## src/rtl/floatdiv_pkg.sv

```systemverilog
// Shared constants and enums for the sequential binary32 divider.
package floatdiv_pkg;
    localparam int          EXP_BIAS  = 127;
    localparam int          EXP_MAX   = 255;
    localparam logic [31:0] QNAN      = 32'h7FC0_0000;
    localparam int          DIV_STEPS = 25;

    typedef enum logic [1:0] {IDLE, DIV, PACK, DONE} state_t;
    typedef enum logic [1:0] {ZERO, NORM, INF, NAN} fclass_t;
endpackage

```

## src/rtl/fp_classify.sv

```systemverilog
// Binary32 operand classifier; subnormals report as ZERO (flush-to-zero).
module fp_classify
    import floatdiv_pkg::*;
(
    input  logic [31:0] x,
    output logic [1:0]  cls
);
    always_comb begin
        cls = NORM;
        if (x[30:23] == 8'h00)
            cls = ZERO;
        else if (x[30:23] == 8'hFF)
            cls = (x[22:0] == 23'd0) ? INF : NAN;
    end
endmodule

```

## src/rtl/floatdiv_seq.sv

```systemverilog
// Sequential binary32 divider: restoring mantissa division, one quotient bit
// per cycle, truncating, flush-to-zero, start/done handshake.
module floatdiv_seq
    import floatdiv_pkg::*;
(
    input  logic        clk,
    input  logic        reset,
    input  logic        start,
    input  logic [31:0] a,
    input  logic [31:0] b,
    output logic        busy,
    output logic        done,
    output logic [31:0] rez
);
    logic [1:0]  cls_a, cls_b;
    state_t      state;
    fclass_t     ca, cb;
    logic [4:0]  cnt;
    logic [24:0] rem, quo;
    logic [23:0] mb;
    logic [7:0]  ea, eb;
    logic        sgn;

    fp_classify u_cls_a (.x(a), .cls(cls_a));
    fp_classify u_cls_b (.x(b), .cls(cls_b));

    logic        ge;
    logic [24:0] rem_sub, rem_nxt;
    assign ge      = rem >= {1'b0, mb};
    assign rem_sub = ge ? rem - {1'b0, mb} : rem;
    assign rem_nxt = {rem_sub[23:0], 1'b0};

    // Exponent in 10-bit two's complement so under/overflow stay visible.
    logic signed [9:0] e_q;
    logic [22:0]       mant;
    logic [31:0]       spec_rez, norm_rez;

    always_comb begin
        e_q  = {2'b00, ea} - {2'b00, eb} + (quo[24] ? 10'(EXP_BIAS) : 10'(EXP_BIAS - 1));
        mant = quo[24] ? quo[23:1] : quo[22:0];
        if (e_q >= $signed(10'(EXP_MAX)))
            norm_rez = {sgn, 8'hFF, 23'd0};
        else if (e_q <= 10'sd0)
            norm_rez = {sgn, 31'd0};
        else
            norm_rez = {sgn, e_q[7:0], mant};
    end

    always_comb begin
        if (ca == NAN || cb == NAN || (ca == ZERO && cb == ZERO) || (ca == INF && cb == INF))
            spec_rez = QNAN;
        else if (ca == INF || cb == ZERO)
            spec_rez = {sgn, 8'hFF, 23'd0};
        else
            spec_rez = {sgn, 31'd0};
    end

    always_ff @(posedge clk or posedge reset) begin
        if (reset) begin
            state <= IDLE;
            busy  <= 1'b0;
            done  <= 1'b0;
            rez   <= 32'd0;
            cnt   <= 5'd0;
            rem   <= 25'd0;
            quo   <= 25'd0;
            mb    <= 24'd0;
            ea    <= 8'd0;
            eb    <= 8'd0;
            sgn   <= 1'b0;
            ca    <= ZERO;
            cb    <= ZERO;
        end else begin
            case (state)
                IDLE: if (start) begin
                    busy  <= 1'b1;
                    sgn   <= a[31] ^ b[31];
                    ea    <= a[30:23];
                    eb    <= b[30:23];
                    mb    <= {1'b1, b[22:0]};
                    rem   <= {2'b01, a[22:0]};
                    quo   <= 25'd0;
                    cnt   <= 5'd0;
                    ca    <= fclass_t'(cls_a);
                    cb    <= fclass_t'(cls_b);
                    state <= (cls_a == NORM && cls_b == NORM) ? DIV : PACK;
                end
                DIV: begin
                    quo <= {quo[23:0], ge};
                    rem <= rem_nxt;
                    cnt <= cnt + 5'd1;
                    if (cnt == 5'(DIV_STEPS - 1))
                        state <= PACK;
                end
                PACK: begin
                    rez   <= (ca == NORM && cb == NORM) ? norm_rez : spec_rez;
                    done  <= 1'b1;
                    state <= DONE;
                end
                DONE: begin
                    done  <= 1'b0;
                    busy  <= 1'b0;
                    state <= IDLE;
                end
                default: state <= IDLE;
            endcase
        end
    end
endmodule

```

## config.mk

```make
export PLATFORM = sky130hd
export DESIGN_NAME = floatdiv_seq
export DESIGN_NICKNAME = d
export VERILOG_FILES = /design/src/rtl/floatdiv_pkg.sv /design/src/rtl/fp_classify.sv /design/src/rtl/floatdiv_seq.sv
export SDC_FILE = /design/constraint.sdc
export NUM_CORES = 1
export LEC_CHECK = 0
export ABC_AREA = 0
export ABC_CLOCK_PERIOD_IN_PS = 4850
export CAP_MARGIN = 15
export CORE_UTILIZATION = 50
export CTS_CLUSTER_DIAMETER = 100
export DETAILED_ROUTE_END_ITERATION = 8
export GPL_ROUTABILITY_DRIVEN = 0
export MAX_ROUTING_LAYER = met4
export PLACE_DENSITY_LB_ADDON = 0.08
export SYNTH_ARGS = -nofsm -noshare
export SYNTH_HDL_FRONTEND = slang
export SYNTH_SLANG_ARGS = --single-unit
```

## constraint.sdc

```tcl
create_clock -name clk -period 4.85 [get_ports clk]
set_input_delay 0.97 -clock clk [delete_from_list [all_inputs] [get_ports clk]]
set_output_delay 0.97 -clock clk [all_outputs]
set_load 0.005 [all_outputs]
```

==> run summary <==
result of the run: finished, final reports clean
total CTS buffers: 17
Nets: 999
count of pins on the block boundary: 101
number of warnings reported in the yosys synthesis log: 0
ratio of cells with drive above 1 in the final layout: 10.88%
cell-internal power: 4.233 mW
filler cell count: 1,220
P per Cell Area: 774.3 nW/um2
period utilization: 79.41%
via density per instance: 5.862
origin of the critical flop-to-flop path: ea[0]
synthesized area per cell: 10.03 um2
cells after synthesis: 796
count of standard-cell rows: 45
number of clock sinks seen by CTS: 136
capture instance of the worst register-to-register path: rez[3]
setup repair after global routing missed its margin: false
Worst setup endpoint: rez[3]
required time of the critical path: 5.09 ns
number of hold buffers added after cts: 0
clock latency at the later pin of the worst-skew pair: 0.43 ns
proportion of power drawn by the clock network: 16.9%
clk buf depth: 2
most area-consuming cells after synthesis: sky130_fd_sc_hd__dfrtp_1 43%, sky130_fd_sc_hd__ha_1 6.3%, sky130_fd_sc_hd__mux2_2 5.9%
detailed-route DRC error count: 0
Most common cell on crit path: sky130_fd_sc_hd__inv_1
DP Cell Count: 1,081
actual transition at the worst max-transition pin: 0.9799 ns
Clock H-tree levels: 4
type of origin of the critical path: register
final hold violation count: 0
number of enable flip-flop cells after synthesis: 0
net count after synthesis: 905
crit-path cells: inv_1 > ha_1 > inv_1 > fa_1 > xnor2_1 > and2_1 > or3b_1 > nor3b_1 > o21ai_1 > o2111ai_2 > o22ai_1
switching power: 3.367 mW
starting density of the core: 51.93%
async set or reset register ratio after synthesis: 100.0%
area of the multi-input gates: 4190 um2
Total Die Area: 16,480 um2
Max-cap violations: 0
Via Count: 6,519
library cell used as clock root buffer: sky130_fd_sc_hd__clkbuf_16
top cell type by total area after synthesis: sky130_fd_sc_hd__dfrtp_1
Overall Global Routing Usage: 25.51%
switching share of power: 44.30%
share of synthesized area occupied by flip-flops and latches: 42.63%
final slew viol count: 0
TritonCTS clock tree: built
portion of total power attributed to sequential cells: 23.2%
endpoint type of the worst setup path: register
wire length of the first global-routing pass: 31.64 mm
CP Max Fanout: 22
sum of overflow across all layers after global routing: 0
Die Span X: 128.4 um
Max Clock Freq: 0.2597 GHz
Routed wire per std cell: 17.27 um
largest clock skew in the final design: 0.008848 ns
Area Overhead vs Synth: 22.96%
Inserted Diodes: 0
largest stage delay on the critical path: 0.80 ns
Final HPWL DP: 13.69 mm
via count of the first global-routing pass: 6,384
final setup TNS: 0 ns
Commonest cells post-synth: 136 x sky130_fd_sc_hd__dfrtp_1, 72 x sky130_fd_sc_hd__inv_1, 58 x sky130_fd_sc_hd__nor2_1, 43 x sky130_fd_sc_hd__o21ai_0, 42 x sky130_fd_sc_hd__mux2_2
number of antenna violations at the first check in global routing: 0
worst setup path class: register to register
Post-DRT Antenna Nets: 0
Buffers on Ports: 100
library cell with the highest instance count after synthesis: sky130_fd_sc_hd__dfrtp_1
maximum number of pins on one net before global-route repair: 85
critical path launch point: ea[0]
Worst Reg-to-Reg Cells: 11
area taken by flip-flops and latches: 3403 um2
worst hold path type: register to register
main flop type after synthesis: sky130_fd_sc_hd__dfrtp_1
final cell count without fillers: 1,112
proportion of power drawn by combinational gates: 59.9%
share of the synthesized area in the top cell type: 42.63%
clock-pin slew reported for the worst setup and hold paths after clock tree synthesis: 0.06 ns
length of the first detailed-routing pass in iterations: 5
R2R setup slack: 1.0 ns
Setup Buffers After CTS: 0
worst slew margin relative to its limit: 34.67%
number of library cell types mapped by synthesis: 71
#FFs+latches synth: 136
Resized cells post-CTS: 0
Crit path arrival time: 4.10 ns
placeable core region: 15,370 um2
static leakage power: 4.209 nW
setup violation total in the final timing report: 0
slowest stage cell, crit path: sky130_fd_sc_hd__o2111ai_2
Vert. Die Dim: 128.4 um
Max rail drop VDD: 0.0004257 V
wire length reported by the detailed router: 19.20 mm
min Tclk post-route: 3.851 ns
Overall Power: 7.600 mW
synthesized area: 7983 um2
drt initial violations: 464
-- cells by family (layout without fill, tap and decap cells) --
logic type               count (synthesis)  in the layout  synth area share (%)
AND/OR/NAND/NOR                        188            188                 12.24
flip-flops                             136            136                 42.63
multiplexers                            83             83                 11.08
AO/OA/AOI/OAI                          213            213                 18.82
buffers and inverters                  107            212                 5.204
XOR/XNOR                                27             27                 3.245
adder cells (fa/ha/maj)                 42             42                 6.771
-- through the flow --
step	worst slack [ns]	cell area, um2	util, %	hold WS (ns)
5_1_grt	0.6950	9816	63.86	0.5180
4_1_cts	1.038	9788	63.68	0.4569
2_1_floorplan	0.2405	7983	-	0.4175
6_report	0.9988	9816	63.86	0.4559
3_3_place_gp	1.256	9211	59.93	0.4366
3_5_place_dp	1.059	9211	59.93	0.4419
-- metal layers --
metal	vias to the layer above	GRT usage, %	part of all wire (%)
met5	-	-	0
met4	0	7.405	1.5
met3	31	5.489	5.1
met2	190	41.81	49
met1	3181	31.75	44
li1	3117	-	-
-- worst min path at each step --
stage,from,end,slack (ns),cells past startpoint
floorplan,mb[23],mb[23],0.42,2
global placement,mb[23],mb[23],0.44,2
detailed placement,mb[23],mb[23],0.44,2
CTS,mb[23],mb[23],0.46,2
global route,mb[23],mb[23],0.52,2
finish,mb[23],mb[23],0.46,2
-- layout make-up --
class / count / share of cell area [%]
Inverter: 72 / 2.779
Multi-Input combinational cell: 553 / 42.69
Clock inverter: 11 / 1.262
Sequential cell: 136 / 34.67
Tap cell: 211 / 2.690
Timing Repair Buffer: 110 / 11.29
Clock buffer: 19 / 4.614
-- flip-flops by register name, summed over array words and instances (netlist names) --
signal  flops
rez        32
ea          8
cb          2
ca          2
done        1
quo        25
busy        1
rem        25
cnt         5
sgn         1
state       2
mb         24
eb          8
-- worst max-delay path, delay by kind of cell, from the launching register on --
family                     cells  cell delay, ns
AOI/OAI and AO/OA              3            1.17
and+or+nand+nor                3            0.99
adders and majority gates      2            0.56
xor gates and xnor gates       1            0.46
DFF                            1            0.37
buffers and inverters          2            0.11
-- placed cells by master (no fill, tap or decap), types with 17 or more instances in the layout --
cell type                         synthesis  routed
sky130_fd_sc_hd__dfrtp_1                136     136
sky130_fd_sc_hd__clkdlybuf4s50_1          0     100
sky130_fd_sc_hd__inv_1                   72      71
sky130_fd_sc_hd__nor2_1                  58      58
sky130_fd_sc_hd__mux2_2                  42      42
sky130_fd_sc_hd__o21ai_0                 43      42
sky130_fd_sc_hd__mux2i_1                 40      40
sky130_fd_sc_hd__ha_1                    40      40
sky130_fd_sc_hd__a21oi_1                 27      27
sky130_fd_sc_hd__a22o_1                  27      27
sky130_fd_sc_hd__nand2_1                 27      26
sky130_fd_sc_hd__o22ai_1                 24      24
sky130_fd_sc_hd__a22oi_1                 18      18
sky130_fd_sc_hd__clkbuf_16                0      17
-- power by group through the flow --
stage / Combinational [mW] / Sequential, mW / Clock (mW)
after floorplan: 3.48 / 1.71 / 0
after global placement: 4.32 / 1.76 / 0
final: 4.56 / 1.76 / 1.28
after detailed placement: 4.46 / 1.78 / 0
after global routing: 5.01 / 1.82 / 1.35
after CTS: 4.51 / 1.76 / 1.31
Power figures use the tool's default switching activity.
